### config.mk
export PLATFORM = sky130hd
export DESIGN_NAME = axi4_shared_pattern_master
export DESIGN_NICKNAME = d
export VERILOG_FILES = /design/src/rtl/axi4_shared_pattern_master.sv
export SDC_FILE = /design/constraint.sdc
export NUM_CORES = 1
export LEC_CHECK = 0
export ABC_AREA = 1
export CAP_MARGIN = 20
export CELL_PAD_IN_SITES_DETAIL_PLACEMENT = 1
export CELL_PAD_IN_SITES_GLOBAL_PLACEMENT = 2
export CORE_MARGIN = 1.5
export CORE_UTILIZATION = 20
export CTS_BUF_LIST = sky130_fd_sc_hd__clkbuf_16
export DETAILED_ROUTE_END_ITERATION = 6
export PLACE_DENSITY_LB_ADDON = 0.1
export SKIP_LAST_GASP = 1
export SLEW_MARGIN = 40
export SYNTH_ARGS = -nofsm -noshare
export SYNTH_HDL_FRONTEND = slang
export SYNTH_SLANG_ARGS = --single-unit
### constraint.sdc
create_clock -name clk -period 1.93 [get_ports clk]
set_input_delay 0.4825 -clock clk [delete_from_list [all_inputs] [get_ports clk]]
set_output_delay 0.4825 -clock clk [all_outputs]
set_load 0.05 [all_outputs]
### src/rtl/axi4_shared_pattern_master.sv
// AXI4-shared pattern initiator: writes BURST_COUNT bursts of an address-derived
// pattern, reads them back, and counts mismatching or bad responses.
module axi4_shared_pattern_master #(
    parameter int unsigned ADDR_WIDTH  = 25,
    parameter int unsigned DATA_WIDTH  = 32,
    parameter int unsigned ID_WIDTH    = 2,
    parameter int unsigned BURST_LEN   = 8,
    parameter int unsigned BURST_COUNT = 16,
    parameter logic [31:0] SEED        = 32'hA5A5A5A5
) (
    input  logic                    clk,
    input  logic                    reset,
    input  logic                    start,
    output logic                    busy,
    output logic                    done,
    output logic                    error,
    output logic [15:0]             error_count,
    output logic                    io_axi_arw_valid,
    input  logic                    io_axi_arw_ready,
    output logic [ADDR_WIDTH-1:0]   io_axi_arw_payload_addr,
    output logic [ID_WIDTH-1:0]     io_axi_arw_payload_id,
    output logic [7:0]              io_axi_arw_payload_len,
    output logic [2:0]              io_axi_arw_payload_size,
    output logic [1:0]              io_axi_arw_payload_burst,
    output logic                    io_axi_arw_payload_write,
    output logic                    io_axi_w_valid,
    input  logic                    io_axi_w_ready,
    output logic [DATA_WIDTH-1:0]   io_axi_w_payload_data,
    output logic [DATA_WIDTH/8-1:0] io_axi_w_payload_strb,
    output logic                    io_axi_w_payload_last,
    input  logic                    io_axi_b_valid,
    output logic                    io_axi_b_ready,
    input  logic [ID_WIDTH-1:0]     io_axi_b_payload_id,
    input  logic [1:0]              io_axi_b_payload_resp,
    input  logic                    io_axi_r_valid,
    output logic                    io_axi_r_ready,
    input  logic [DATA_WIDTH-1:0]   io_axi_r_payload_data,
    input  logic [ID_WIDTH-1:0]     io_axi_r_payload_id,
    input  logic [1:0]              io_axi_r_payload_resp,
    input  logic                    io_axi_r_payload_last
);

    localparam int unsigned KW = (BURST_COUNT > 1) ? $clog2(BURST_COUNT) : 1;
    localparam int unsigned JW = (BURST_LEN > 1) ? $clog2(BURST_LEN) : 1;
    localparam logic [KW-1:0] KLAST = KW'(BURST_COUNT - 1);
    localparam logic [JW-1:0] JLAST = JW'(BURST_LEN - 1);

    typedef enum logic [2:0] {
        IDLE,
        WR_CMD,
        WR_DATA,
        WR_RESP,
        RD_CMD,
        RD_DATA,
        DONE
    } state_t;

    state_t          state_q, state_d;
    logic [KW-1:0]   k_q, k_d;
    logic [JW-1:0]   j_q, j_d;
    logic            err_q, err_d;
    logic [15:0]     cnt_q, cnt_d;
    logic            bad;

    logic [ID_WIDTH-1:0]   cur_id;
    logic [ADDR_WIDTH-1:0] cur_addr;
    logic [DATA_WIDTH-1:0] beat_data;
    logic                  cmd_active;
    logic                  beat_last;

    // Address is truncated to ADDR_WIDTH; data is the flat beat index XOR SEED.
    assign cur_id    = ID_WIDTH'(k_q);
    assign cur_addr  = ADDR_WIDTH'(64'(k_q) * 64'(BURST_LEN) * 64'd4);
    assign beat_data = DATA_WIDTH'((32'(k_q) * 32'(BURST_LEN) + 32'(j_q)) ^ SEED);
    assign beat_last = (j_q == JLAST);

    always_ff @(posedge clk) begin
        if (!reset) begin
            state_q <= IDLE;
            k_q     <= '0;
            j_q     <= '0;
            err_q   <= 1'b0;
            cnt_q   <= '0;
        end else begin
            state_q <= state_d;
            k_q     <= k_d;
            j_q     <= j_d;
            err_q   <= err_d;
            cnt_q   <= cnt_d;
        end
    end

    always_comb begin
        state_d = state_q;
        k_d     = k_q;
        j_d     = j_q;
        err_d   = err_q;
        cnt_d   = cnt_q;
        bad     = 1'b0;
        unique case (state_q)
            IDLE, DONE: begin
                if (start) begin
                    state_d = WR_CMD;
                    k_d     = '0;
                    j_d     = '0;
                    err_d   = 1'b0;
                    cnt_d   = '0;
                end
            end
            WR_CMD: begin
                if (io_axi_arw_ready) begin
                    state_d = WR_DATA;
                    j_d     = '0;
                end
            end
            WR_DATA: begin
                if (io_axi_w_ready) begin
                    if (beat_last) begin
                        j_d     = '0;
                        state_d = WR_RESP;
                    end else begin
                        j_d = j_q + 1'b1;
                    end
                end
            end
            WR_RESP: begin
                if (io_axi_b_valid) begin
                    bad = (io_axi_b_payload_resp != 2'b00) || (io_axi_b_payload_id != cur_id);
                    if (k_q == KLAST) begin
                        k_d     = '0;
                        state_d = RD_CMD;
                    end else begin
                        k_d     = k_q + 1'b1;
                        state_d = WR_CMD;
                    end
                end
            end
            RD_CMD: begin
                if (io_axi_arw_ready) begin
                    state_d = RD_DATA;
                    j_d     = '0;
                end
            end
            RD_DATA: begin
                if (io_axi_r_valid) begin
                    bad = (io_axi_r_payload_data != beat_data) ||
                          (io_axi_r_payload_resp != 2'b00) ||
                          (io_axi_r_payload_id != cur_id) ||
                          (io_axi_r_payload_last != beat_last);
                    // Beat count alone ends the burst; a wrong last flag is only an error.
                    if (beat_last) begin
                        j_d = '0;
                        if (k_q == KLAST) begin
                            k_d     = '0;
                            state_d = DONE;
                        end else begin
                            k_d     = k_q + 1'b1;
                            state_d = RD_CMD;
                        end
                    end else begin
                        j_d = j_q + 1'b1;
                    end
                end
            end
            default: state_d = IDLE;
        endcase
        if (bad) begin
            err_d = 1'b1;
            if (cnt_q != '1) begin
                cnt_d = cnt_q + 16'd1;
            end
        end
    end

    assign cmd_active = (state_q == WR_CMD) || (state_q == RD_CMD);

    assign busy        = (state_q != IDLE) && (state_q != DONE);
    assign done        = (state_q == DONE);
    assign error       = err_q;
    assign error_count = cnt_q;

    assign io_axi_arw_valid         = cmd_active;
    assign io_axi_arw_payload_addr  = cmd_active ? cur_addr : '0;
    assign io_axi_arw_payload_id    = cmd_active ? cur_id : '0;
    assign io_axi_arw_payload_len   = cmd_active ? 8'(BURST_LEN - 1) : '0;
    assign io_axi_arw_payload_size  = cmd_active ? 3'b010 : '0;
    assign io_axi_arw_payload_burst = cmd_active ? 2'b01 : '0;
    assign io_axi_arw_payload_write = (state_q == WR_CMD);

    assign io_axi_w_valid        = (state_q == WR_DATA);
    assign io_axi_w_payload_data = io_axi_w_valid ? beat_data : '0;
    assign io_axi_w_payload_strb = io_axi_w_valid ? '1 : '0;
    assign io_axi_w_payload_last = io_axi_w_valid && beat_last;

    assign io_axi_b_ready = (state_q == WR_RESP);
    assign io_axi_r_ready = (state_q == RD_DATA);

endmodule

Yosys cells after proc, flatten, opt, wreduce, memory -nomap -nowiden. Index checks and enable logic that the tools add are counted.

Add/sub/neg operators: 4. Equal/unequal tests: 23. Mux-type cells: 40. Bitwise gates (word level): 1. Reduce and logical (&&, ||, !) cells: 21.

Operator list (count): 16-bit 2-to-1 mux (4); 3-bit 2-to-1 mux (15); 32-bit 2-to-1 mux (1); 32-bit inequality test (1); 4-bit 2-to-1 mux (6); 3-bit one-hot mux with 6 select lines (1); 16-bit by 1-bit adder with 16-bit output, second input constant (1); 16-bit inequality test, second input constant (1); 4-bit NOT with 16-bit output (1); 3-bit equality test, second input constant (4); 3-bit one-hot mux with 4 select lines (1); 4-bit one-hot mux with 3 select lines (1); 2-bit inequality test, second input constant (5); 5-bit AND reduction (2); 9-bit 2-to-1 mux (1); 7-bit by 3-bit adder with 8-bit output (1); 2-bit by 1-bit inequality test with 1-bit output, second input constant (4); 8-bit AND reduction (1); 2-bit nonzero test (4); 3-bit by 2-bit equality test with 1-bit output, second input constant (2); 1-bit 2-to-1 mux (6); 2-bit 2-to-1 mux (3); 3-bit nonzero test (2); 1-bit logical OR (5); other kinds (13) (16).

Flip-flop bits (word level): 27. Output and inout bits: 101. Word-level logic and storage cells: 94.

Depth between registers and ports, before layout. Gate-level depths: netlist of the first run.

Depth in word-level cells: 10. Depth in mapped cells: 12. Mapped depth without buffers: 11.

Worst setup path after synthesis of the first run. No wires, ideal clock.

Kind: reg2out. From: reg state_q[0]. To: out io_axi_arw_payload_id[0]. Arrival time: 2.142 ns. Setup slack: -0.694 ns. Stages on the path, launching flop included: 6. Buffers on the path: 1. Path through: dfxtp_1 -> inv_1 -> nor3_4 -> nor2_4 -> nor2_1 -> buf_4.

Longest elaborated chain between the ends: 3. Elaborated cells between the ends (all ways): 4. Classes of those cells: eq/ne: 2; mux: 1; reduce/logical: 1.

RTL lines: start, declared (line 58) `state_t state_q, state_d;`; start signal, assigned (line 85) `state_q <= state_d;`; 3-bit by 1-bit equality test with 1-bit output; net io_axi_arw_payload_write (line 25) `output logic io_axi_arw_payload_write,`; 1-bit logical OR (line 175) `assign cmd_active = (state_q == WR_CMD) || (state_q == RD_CMD);`; 2-bit 2-to-1 mux (line 184) `assign io_axi_arw_payload_id = cmd_active ? cur_id : '0;`; end, declared (line 21) `output logic [ID_WIDTH-1:0] io_axi_arw_payload_id,`.

The timed path passes the listed nets, and every way through them passes these cells.

Worst setup path after layout of the first run.
From: reg state_q[2]. To: out io_axi_arw_payload_id[0].

Longest elaborated chain between the ends: 3. Elaborated cells between the ends (all ways): 4. Classes of those cells: eq/ne: 2; mux: 1; reduce/logical: 1.

RTL lines (line): 3-bit by 1-bit equality test with 1-bit output or 3-bit equality test (tied branches) (175); 1-bit logical OR (*) (175); 2-bit 2-to-1 mux (*) (184).

Mark *: on every way between the ends. The rest lies on a longest branch, timed or not.

==> metrics.md, run 1 <==
| Metric | Value |
|---|---|
| Top cell type by total area after synthesis | `dfxtp_1` |
| Count of buffer and inverter cells on the critical path | `2` |
| RR Startpoint | `error_count[0]` |
| Sequential-to-total area share from yosys stat | `between 10% and 20%` |
| CTS Hold Buffers Added | `0` |
| Max-Cap Viols | `0` |
| Finish-stage setup viols | `0` |
| Die H | `122 um` |
| Dominant synthesized flop cell | `dfxtp_1` |
| P_leak | `~2.0 nW` |
| Number of synthesized register bits | `27` |
| R2R cell count | `9` |
| Period utilisation layout | `between 90 and 100%` |
| Critical R2R Capture | `error_count[3]` |
| Layout Nets | `608` |
| Slowest-stage cell, CP | `dfxtp_4` |
| CTS Buf Count | `3` |
| DP Worst Slack | `-259 ps` |
| Max stage delay on crit path | `slightly below 400 ps` |
| Die ar. | `~15000 sq um` |
| Initial Util | `between 20 and 25%` |
| GRT overflow | `0` |
| Most used cell, CP | `nor2_4` |
| PwrDens | `1030 nW/um^2` |
| RSZ-0062 raised after global routing | `true` |
| Synth warn | `0` |
| CTS Buffer Depth | `2` |
| Vias in the first global route | `around 3000` |
| Hpwl dp | `7840 um` |
| Detail Route Antenna Nets | `0` |
| Synth area leaders | `dfxtp_1, buf_4, nand2_1, nor2_1, inv_1` |
| CP required | `around 1500 ps` |
| CTS H-tree depth | `1` |
| Worst path depth | `5` |
| Crit. Startpoint | `state_q[2]` |
| Synth unique cells | `36` |
| Final worst slack | `approximately 45 ps` |
| Status | `completed` |
| Clock period minus worst slack | `roughly 1900 ps` |
| Wire per inst | `about 13 um` |
| Clk slew on worst S/H paths | `90 ps` |
| Crit path kind | `reg2out` |
| Max-slew violations | `0` |
| Port buffer count | `around 110` |
| Startpoint types | `register` |
| Fillers | `roughly 1700` |
| Synth async-reset ratio | `0%` |
| Crit. End Element | `output pin` |
| Initial antenna violation count | `0` |
| Worst Path Arrival | `between 1000 and 1500 ps` |
| Gpl congestion | `between 0.7 and 0.8` |
| Post-synth top area share | `a little under a fifth` |
| Syn avg cell area | `approximately 6.4 sq um` |
| CP delay by family, top | `simple AND/OR/NAND/NOR gates` |
| Root buffer cell | `clkbuf_16` |
| Cell row count | `43` |
| Critical path, cell by cell | `nor3_4 > nor2_4 > buf_6 > nor2_4 > buf_12` |
| R2R setup slack | `around 160 ps` |
| Mapped Cells | `roughly 450` |
| Netlist Area Pre-Place | `2830 sq um` |
| Core Footprint | `about 14000 sq um` |
| Area delta synth->final | `56.5%` |
| Clock skew | `between 10 and 15 ps` |
| Pre-Repair DR Iteration Count | `4` |
| TritonCTS Sinks | `27` |
| Total GRT Usage | `a little over an eighth` |
| Fmax achieved | `around 530 MHz` |
| CP max FO | `5` |
| Final setup TNS | `0 ps` |
| Critical Path Sink | `io_axi_arw_payload_id[0]` |
| DRC | `0` |
| Count of flip-flops with a built-in enable after synthesis | `0` |
| CTS tree | `done` |
| Final hold vios | `0` |
| ANT cells | `0` |
| Maximum vdd drop | `0.450 mV` |
| Die Width | `between 100 and 150 um` |
| Layout cells sized above 1 | `between 30 and 40%` |
| First-pass GRT wire length | `15600 um` |
| I/O pin count | `149` |
| Hold Path Class | `reg2reg` |
| Final wirelength | `between 9000 and 10000 um` |
| Vias per cell | `around 4.1` |
| Via count | `approximately 3000` |
| FF/Latch Area | `558 sq um` |
| Multi-input gate area | `approximately 1900 sq um` |
| Worst skew pair latency | `between 200 and 300 ps` |
| Initial drt markers | `58` |
| Largest net degree at the start of global routing | `20` |
-- metal layers --
metal	GRT usage [%]	part of all wire, %	vias to the layer above
met5	0	0	-
met4	2.21	0.70	0
met3	2.20	5.8	4
met2	24.3	51	84
met1	16.3	43	1406
li1	-	-	1515
-- registers in the layout, summed over array words and instances (netlist names) --
name         count
state_q          3
k_q              4
error_count     16
error            1
j_q              3
-- power breakdown --
group | switching [mW] | internal, mW | total, mW
Clock | 0.240 | 0.283 | 0.524
Sequential | 0.0837 | 0.623 | 0.707
Combinational | 2.21 | 1.14 | 3.35
-- synthesized netlist by cell type, drive strengths merged, types with 2 or more instances --
master,count
nor2,65
o21ai,18
or2,2
nand3,38
xor2,7
clkbuf,2
nor3,14
buf,72
nand4,5
a21oi,30
xnor2,2
ha,4
nand2,99
dfxtp,27
inv,55
-- through the flow --
| step | utilization, % | area, sq um | instances | total power [mW] | hold WS, ps |
|---|---|---|---|---|---|
| floorplan | - | 3140 | 485 | 3.26 | 475 |
| global placement | 29.3 | 4050 | 721 | 3.83 | 550 |
| detailed placement | 29.3 | 4050 | 721 | 3.85 | 555 |
| CTS | 30.9 | 4280 | 733 | 4.60 | 539 |
| global route | 32.1 | 4430 | 735 | 4.85 | 565 |
| finish | 32.1 | 4430 | 735 | 4.58 | 529 |
-- final cells by class --
type	instances	area share, %
multi-input combinational	329	41.8
timing repair buffer	140	33.5
sequential	27	12.6
inverter	55	5.11
tap	180	5.08
clock buffer	3	1.69
clock inverter	1	0.169
-- worst min-delay path: cells and delay by family (launching register included) --
| kind | cells | cell delay (ps) |
|---|---|---|
| flip-flops | 1 | 360 |
| AND/OR/NAND/NOR | 1 | 70 |
| AO/OA/AOI/OAI | 1 | 60 |
-- how the worst min path moves through the flow --
stage / from / to / slack [ps] / depth (start not counted)
after floorplan: j_q[1] / j_q[1] / 470 / 2
after global placement: state_q[0] / state_q[0] / 550 / 2
after detailed placement: state_q[0] / state_q[0] / 550 / 2
after CTS: j_q[2] / j_q[2] / 540 / 2
after global routing: j_q[2] / j_q[2] / 560 / 2
final: j_q[2] / j_q[2] / 530 / 2
-- what timing repair did --
| item | 4_1_cts | 5_1_grt |
|---|---|---|
| setup endpoints to repair | 38 | 25 |
| gates cloned | 0 | 1 |
| gates resized for setup | 21 | 37 |
| buffers inserted | 8 | 1 |
| pin swaps | 4 | 15 |
-- layout by cell type (no fill, tap or decap), drive strengths merged, types with 7 or more instances in the layout --
cell,count
nor2,65
nand3,38
inv,53
nand2,99
clkdlybuf4s50,42
o21ai,18
conb,41
nor3,14
dfxtp,27
xor2,7
a21oi,30
buf,93
-- kinds of logic after synthesis --
kind of cell	synth area share, %
AO/OA/AOI/OAI	11.0
XOR/XNOR	2.78
adder cells (fa/ha/maj)	1.77
buffers and inverters	26.7
flip-flops	19.1
other	0.132
AND/OR/NAND/NOR	38.5
(Power assumes the default switching activity.)
==> inputs of run 2 (changes only) <==
--- a/config.mk
+++ b/config.mk
@@ -5,7 +5,6 @@
 export SDC_FILE = /design/constraint.sdc
 export NUM_CORES = 1
 export LEC_CHECK = 0
-export ABC_AREA = 1
 export CAP_MARGIN = 20
 export CELL_PAD_IN_SITES_DETAIL_PLACEMENT = 1
 export CELL_PAD_IN_SITES_GLOBAL_PLACEMENT = 2
@@ -13,7 +12,8 @@
 export CORE_UTILIZATION = 20
 export CTS_BUF_LIST = sky130_fd_sc_hd__clkbuf_16
 export DETAILED_ROUTE_END_ITERATION = 6
-export PLACE_DENSITY_LB_ADDON = 0.1
+export HOLD_SLACK_MARGIN = 0.08
+export PLACE_DENSITY_LB_ADDON = 0.25
 export SKIP_LAST_GASP = 1
 export SLEW_MARGIN = 40
 export SYNTH_ARGS = -nofsm -noshare
==> run 2 against run 1 <==
The run now ends with setup timing left. Clock skew down 5.6 ps. Synthesized cell count down 27%. Synthesized area down 8.5%. Critical endpoint is now io_axi_w_payload_data[23]. Largest power group unchanged.
==> metrics.md, run 2 <==
| Metric | Value |
|---|---|
| Status | `complete, but fails checks` |
| Failing checks | `setup timing` |
| Crit path kind | `reg2out` |
| Post-synth top area share | `a little over a fifth` |
| Syn avg cell area | `approximately 8 sq um` |
| Worst path depth | `7` |
| Final hold vios | `0` |
| Fillers | `between 1000 and 1500` |
| Wire per inst | `14.5 um` |
| Fin cells | `between 600 and 700` |
| Initial antenna violation count | `0` |
| Sequential-to-total area share from yosys stat | `a little over a fifth` |
| Pwr Total | `just under 5 mW` |
| Initial Util | `about a fifth` |
| Total placed cells including tap cells | `between 600 and 700` |
| Commonest cells in the netlist | `buf_4, dfxtp_1, nor2_1, nand2_1, inv_1` |
| Vias per cell | `around 4.2` |
| PwrDens | `965 nW/um^2` |
| Clock skew | `6.82 ps` |
| Max stage delay on crit path | `approximately 320 ps` |
| Layout cells sized above 1 | `approximately 50%` |
| Die ar. | `about 14000 sq um` |
| I/O pin count | `between 100 and 150` |
| CP required | `between 1000 and 1500 ps` |
| Initial drt markers | `46` |
| Core Footprint | `12600 sq um` |
| Layout Nets | `527` |
| Clock period minus worst slack | `1970 ps` |
| GRT overflow | `0` |
| Mapped Cells | `around 320` |
| Dominant synthesized flop cell | `dfxtp_1` |
| CTS tree | `done` |
| CP max FO | `7` |
| CTS Buffer Depth | `2` |
| Synth area leaders | `dfxtp_1, buf_4, o221ai_2, nor2_1, nand2_1` |
| DP Worst Slack | `-592 ps` |
| Count of buffer and inverter cells on the critical path | `5` |
| Hold Path Stages | `2` |
| Area after DPL | `roughly 4300 sq um` |
| CTS Hold Buffers Added | `0` |
| Synth async-reset ratio | `0%` |
| TritonCTS Sinks | `27` |
| Synth unique cells | `62` |
| Pre-Repair DR Iteration Count | `4` |
| DRC | `0` |
| Max-slew violations | `0` |
| Period utilisation layout | `102%` |
| Max FFs per register | `16` |
| Commonest non-fill, non-tap cells in the layout | `buf_4, buf_12, conb_1` |
| Fmax achieved | `508 MHz` |
| First-pass GRT wire length | `14500 um` |
| Worst skew pair latency | `about 270 ps` |
| Worst Path Arrival | `~1500 ps` |
| Die Width | `between 100 and 150 um` |
| Finish-stage setup viols | `28` |
| Vias in the first global route | `2794` |
| Top cell type by total area after synthesis | `dfxtp_1` |
| Count of flip-flops with a built-in enable after synthesis | `0` |
| Final wirelength | `~9400 um` |
| Startpoint types | `register` |
| Most used cell, CP | `buf_12` |
| Die H | `roughly 120 um` |
| CP delay by family, top | `buffers and inverters` |
| Number of synthesized register bits | `27` |
| CTS Buf Count | `3` |
| Maximum vdd drop | `about 0.44 mV` |
| Largest net degree at the start of global routing | `15` |
| Hpwl dp | `7430 um` |
| Most common cell in the netlist | `buf_4` |
| Crit. End Element | `output pin` |
| Gpl congestion | `~0.75` |
| Most common cell after layout, fill and taps aside | `buf_4` |
| CTS H-tree depth | `1` |
| Synth warn | `0` |
| R2R cell count | `10` |
| Via count | `~2700` |
| P_leak | `~2.1 nW` |
| ANT cells | `0` |
| Final setup TNS | `-614 ps` |
| Cell row count | `41` |
| Slowest-stage cell, CP | `dfxtp_2` |
| Total GRT Usage | `roughly 13%` |
| Post-route cell area | `5020 sq um` |
| Root buffer cell | `clkbuf_16` |
| Clk slew on worst S/H paths | `about 70 ps` |
| Max-Cap Viols | `0` |
| Area delta synth->final | `93.6%` |
| Hold Path Class | `reg2reg` |
| Port buffer count | `107` |
| Final worst slack | `-38.8 ps` |
| RSZ-0062 raised after global routing | `true` |
| Critical path, cell by cell | `buf_6 > nand2b_4 > nand2b_4 > inv_8 > buf_12 > buf_12 > buf_12` |
| Detail Route Antenna Nets | `0` |
| Netlist Area Pre-Place | `roughly 2600 sq um` |
==> run 2: cell types whose count changed after synthesis, sizes merged, moves of 10 or more <==
cell | previous run | this run
and2 | 0 | 10
a21oi | 30 | 9
nand2 | 99 | 23
inv | 55 | 21
nor2 | 65 | 24
nand3 | 38 | 16
==> run 2: tightest hold or removal path, cell delays in order, from the launching register on <==
cell     delay [ps]
dfxtp_1         340
nand2_1          70
a21oi_1          60
==> run 2: cell type report <==
class / count / area, sq um / area share [%]
clock buffers: 3 / 75.1 / 1.50
clock inverters: 1 / 3.75 / 0.0748
inverters: 22 / 91.3 / 1.82
multi-input cells: 240 / 1910 / 38.0
flip-flops and latches: 27 / 569 / 11.3
well taps: 172 / 215 / 4.29
repair buffers: 181 / 2160 / 43.0
==> run 2: where the power goes <==
group	leakage (nW)	internal (mW)	switching (mW)
Combinational	1.82	1.75	1.99
Sequential	0.228	0.586	0.0273
Clock	0.0423	0.278	0.208
Total	2.09	2.62	2.23
==> run 2: logic make-up after synthesis <==
family / Yosys count / synth area share (%)
buf+inv: 97 / 24.9
xor+xnor: 11 / 3.72
fa+ha+maj: 4 / 1.93
simple gates: 123 / 26.9
flops: 27 / 20.8
other cells: 1 / 0.145
compound gates: 61 / 21.5
==> run 2: per-layer routing <==
metal | part of all wire, % | up-vias | routed length, um | track usage (%)
met3 | 5.0 | 2 | 465 | 2.27
met1 | 42 | 1319 | 3910 | 16.3
met2 | 53 | 83 | 4960 | 25.7
met5 | 0 | - | 0 | 0
met4 | 0.27 | 0 | 25 | 1.29
li1 | - | 1334 | - | -
==> run 2: path summary, 6_finish.rpt <==
check	from	to	slack [ps]
max	state_q[2]	io_axi_w_payload_data[23]	-40
min	error	error	510
max reg2reg	j_q[1]	error_count[11]	-20
min reg2reg	error	error	510
==> run 2: what timing repair did <==
action | 4_1_cts | 5_1_grt
endpoints found under the hold margin | 0 | 0
pin swaps | 38 | 16
gates resized for setup | 112 | 39
gates cloned | 3 | 0
setup buffers | 18 | 4
endpoints found under the setup margin | 60 | 65
==> run 2: stage by stage <==
step	hold WS, ps	utilization (%)
final	508	39.8
after CTS	507	38.9
after global placement	486	34.5
after floorplan	485	-
after detailed placement	489	34.5
after global routing	537	39.8
==> inputs of run 3 (changes only) <==
--- a/config.mk
+++ b/config.mk
@@ -9,7 +9,7 @@
 export CELL_PAD_IN_SITES_DETAIL_PLACEMENT = 1
 export CELL_PAD_IN_SITES_GLOBAL_PLACEMENT = 2
 export CORE_MARGIN = 1.5
-export CORE_UTILIZATION = 20
+export CORE_UTILIZATION = 22
 export CTS_BUF_LIST = sky130_fd_sc_hd__clkbuf_16
 export DETAILED_ROUTE_END_ITERATION = 6
 export HOLD_SLACK_MARGIN = 0.08
==> constraint.sdc (replaced) <==
create_clock -name clk -period 2.5 [get_ports clk]
set_input_delay 0.625 -clock clk [delete_from_list [all_inputs] [get_ports clk]]
set_output_delay 0.625 -clock clk [all_outputs]
set_load 0.05 [all_outputs]
==> run 3 against run 2 <==
The run now ends clean. Register-to-register slack improved by 330 ps. Clock-buffer cell count unchanged. Combinational power down 37%. Hold slack got worse by 35 ps. Non-clock buffer count fell by 45. Critical path depth up 2. Global-route usage down 0.11 points. Utilization down 3.2 points. Critical path type is now in2reg.
==> metrics.md, run 3 (same netlist as run 2, synthesis figures left out) <==
| Metric | Value |
|---|---|
| Port buffer count | `between 100 and 150` |
| Wire per inst | `14.9 um` |
| Hpwl dp | `6900 um` |
| Gpl congestion | `0.756` |
| Clock period minus worst slack | `about 2400 ps` |
| Max FFs per register | `16` |
| Vias in the first global route | `between 2000 and 3000` |
| CTS H-tree depth | `1` |
| Clock skew | `just under 7 ps` |
| DP Worst Slack | `-174 ps` |
| Rel. slew slack | `66.0%` |
| Die Width | `112 um` |
| Die H | `around 110 um` |
| Worst Path Arrival | `between 2000 and 3000 ps` |
| Fin cells | `between 500 and 600` |
| P_leak | `approximately 1.6 nW` |
| Max-Cap Viols | `0` |
| Final worst slack | `between 90 and 100 ps` |
| Worst slew pin tran | `509 ps` |
| Top Usage Layer GRT | `met2` |
| CTS Hold Buffers Added | `0` |
| Pwr Total | `roughly 3.2 mW` |
| Crit. End Element | `register` |
| Detail Route Antenna Nets | `0` |
| Startpoint types | `input port` |
| Die ar. | `12400 sq um` |
| TritonCTS Sinks | `27` |
| Root buffer cell | `clkbuf_16` |
| Vias per cell | `4.46` |
| Commonest non-fill, non-tap cells in the layout | `clkdlybuf4s50_1, buf_12, conb_1` |
| Initial Util | `a little under a quarter` |
| Final wirelength | `8510 um` |
| Crit. Startpoint | `io_axi_b_payload_id[1]` |
| CP max FO | `10` |
| Met1 usage | `a little under a fifth` |
| Core Footprint | `approximately 11000 sq um` |
| PwrDens | `between 700 and 800 nW/um^2` |
| Area delta synth->final | `61.8%` |
| Final hold vios | `0` |
| CTS Buf Count | `3` |
| Maximum vdd drop | `0.765 mV` |
| Worst skew pair latency | `roughly 270 ps` |
| DRC | `0` |
| Initial antenna violation count | `0` |
| Hold Crit Start | `error` |
| First-pass GRT wire length | `between 10000 and 15000 um` |
| I/O pin count | `approximately 150` |
| Hold Path Class | `reg2reg` |
| Total GRT Usage | `a little over an eighth` |
| Via count | `~2600` |
| Layout cells sized above 1 | `about a quarter` |
| Period utilisation layout | `a little under 100%` |
| ANT cells | `0` |
| GRT overflow | `0` |
| Final setup TNS | `0 ps` |
| Most common cell after layout, fill and taps aside | `clkdlybuf4s50_1` |
| Status | `completed` |
| Pre-Repair DR Iteration Count | `4` |
| Layout Nets | `482` |
| Crit path kind | `in2reg` |
| Fmax achieved | `just over 400 MHz` |
| RR Startpoint | `j_q[0]` |
| Largest net degree at the start of global routing | `19` |
| Cell row count | `39` |
| Initial drt markers | `42` |
| Final hold slack | `~470 ps` |
| GRT met2 Usage | `22.1%` |
| Max-slew violations | `0` |
| Finish-stage setup viols | `0` |
| Clk slew on worst S/H paths | `roughly 80 ps` |
| Total placed cells including tap cells | `around 570` |
| RSZ-0062 raised after global routing | `false` |
| CTS tree | `done` |
| CTS Buffer Depth | `2` |
| CP required | `2690 ps` |
| Met3 usage | `roughly 2.6%` |
## run 3: cell count changes in the layout (fill, tap and decap cells not counted), moves of 16 or more
cell             before  now
dlygate4sd2_1        29    0
buf_4                69   28
dfxtp_2              17    1
dfxtp_1               8   26
clkdlybuf4s50_1       4   64
## run 3: path summary, 6_finish.rpt
path,end,slack (ps),cells past startpoint
max,error_count[11],90,9
min,error,470,2
max reg2reg,error_count[0],310,10
min reg2reg,error,470,2
## run 3: where the power goes
| part | total [mW] | leakage (nW) | internal (mW) | switching (mW) |
|---|---|---|---|---|
| registers | 0.489 | 0.218 | 0.452 | 0.0371 |
| clock network | 0.387 | 0.0371 | 0.218 | 0.169 |
| logic | 2.36 | 1.35 | 0.991 | 1.37 |
| total | 3.24 | 1.60 | 1.66 | 1.57 |
## run 3: final cells by class
| type | count | area, sq um |
|---|---|---|
| Sequential cell | 27 | 542 |
| Clock buffer | 3 | 75.1 |
| Clock inverter | 1 | 7.51 |
| Inverter | 22 | 82.6 |
| Multi-Input combinational cell | 240 | 1570 |
| Timing Repair Buffer | 136 | 1740 |
| Tap cell | 143 | 179 |
| Fill cell | 1357 | 7270 |
## run 3: timing repair
| action | CTS | global route |
|---|---|---|
| buffers inserted | 0 | 0 |
| endpoints found under the hold margin | 0 | 0 |
| setup endpoints to repair | 0 | 26 |
| gates resized for setup | 0 | 2 |
## run 3: metrics by stage
stage               util, %  area (sq um)
floorplan                 -          2750
global placement       35.6          4080
detailed placement     35.6          4080
CTS                    36.3          4160
global route           36.6          4190
finish                 36.6          4190
## run 3: critical path, stage by stage
cell,delay [ps]
clkdlybuf4s50_1,420
xnor2_1,140
a311oi_2,360
a211oi_2,60
buf_4,150
a211oi_2,390
nand2_2,120
buf_12,160
o221ai_2,160
## run 3: metal layers
layer | vias up | share of wire [%]
li1 | 1243 | -
met1 | 1218 | 48
met2 | 89 | 47
met3 | 2 | 5.1
met4 | 0 | 0.29
met5 | - | 0
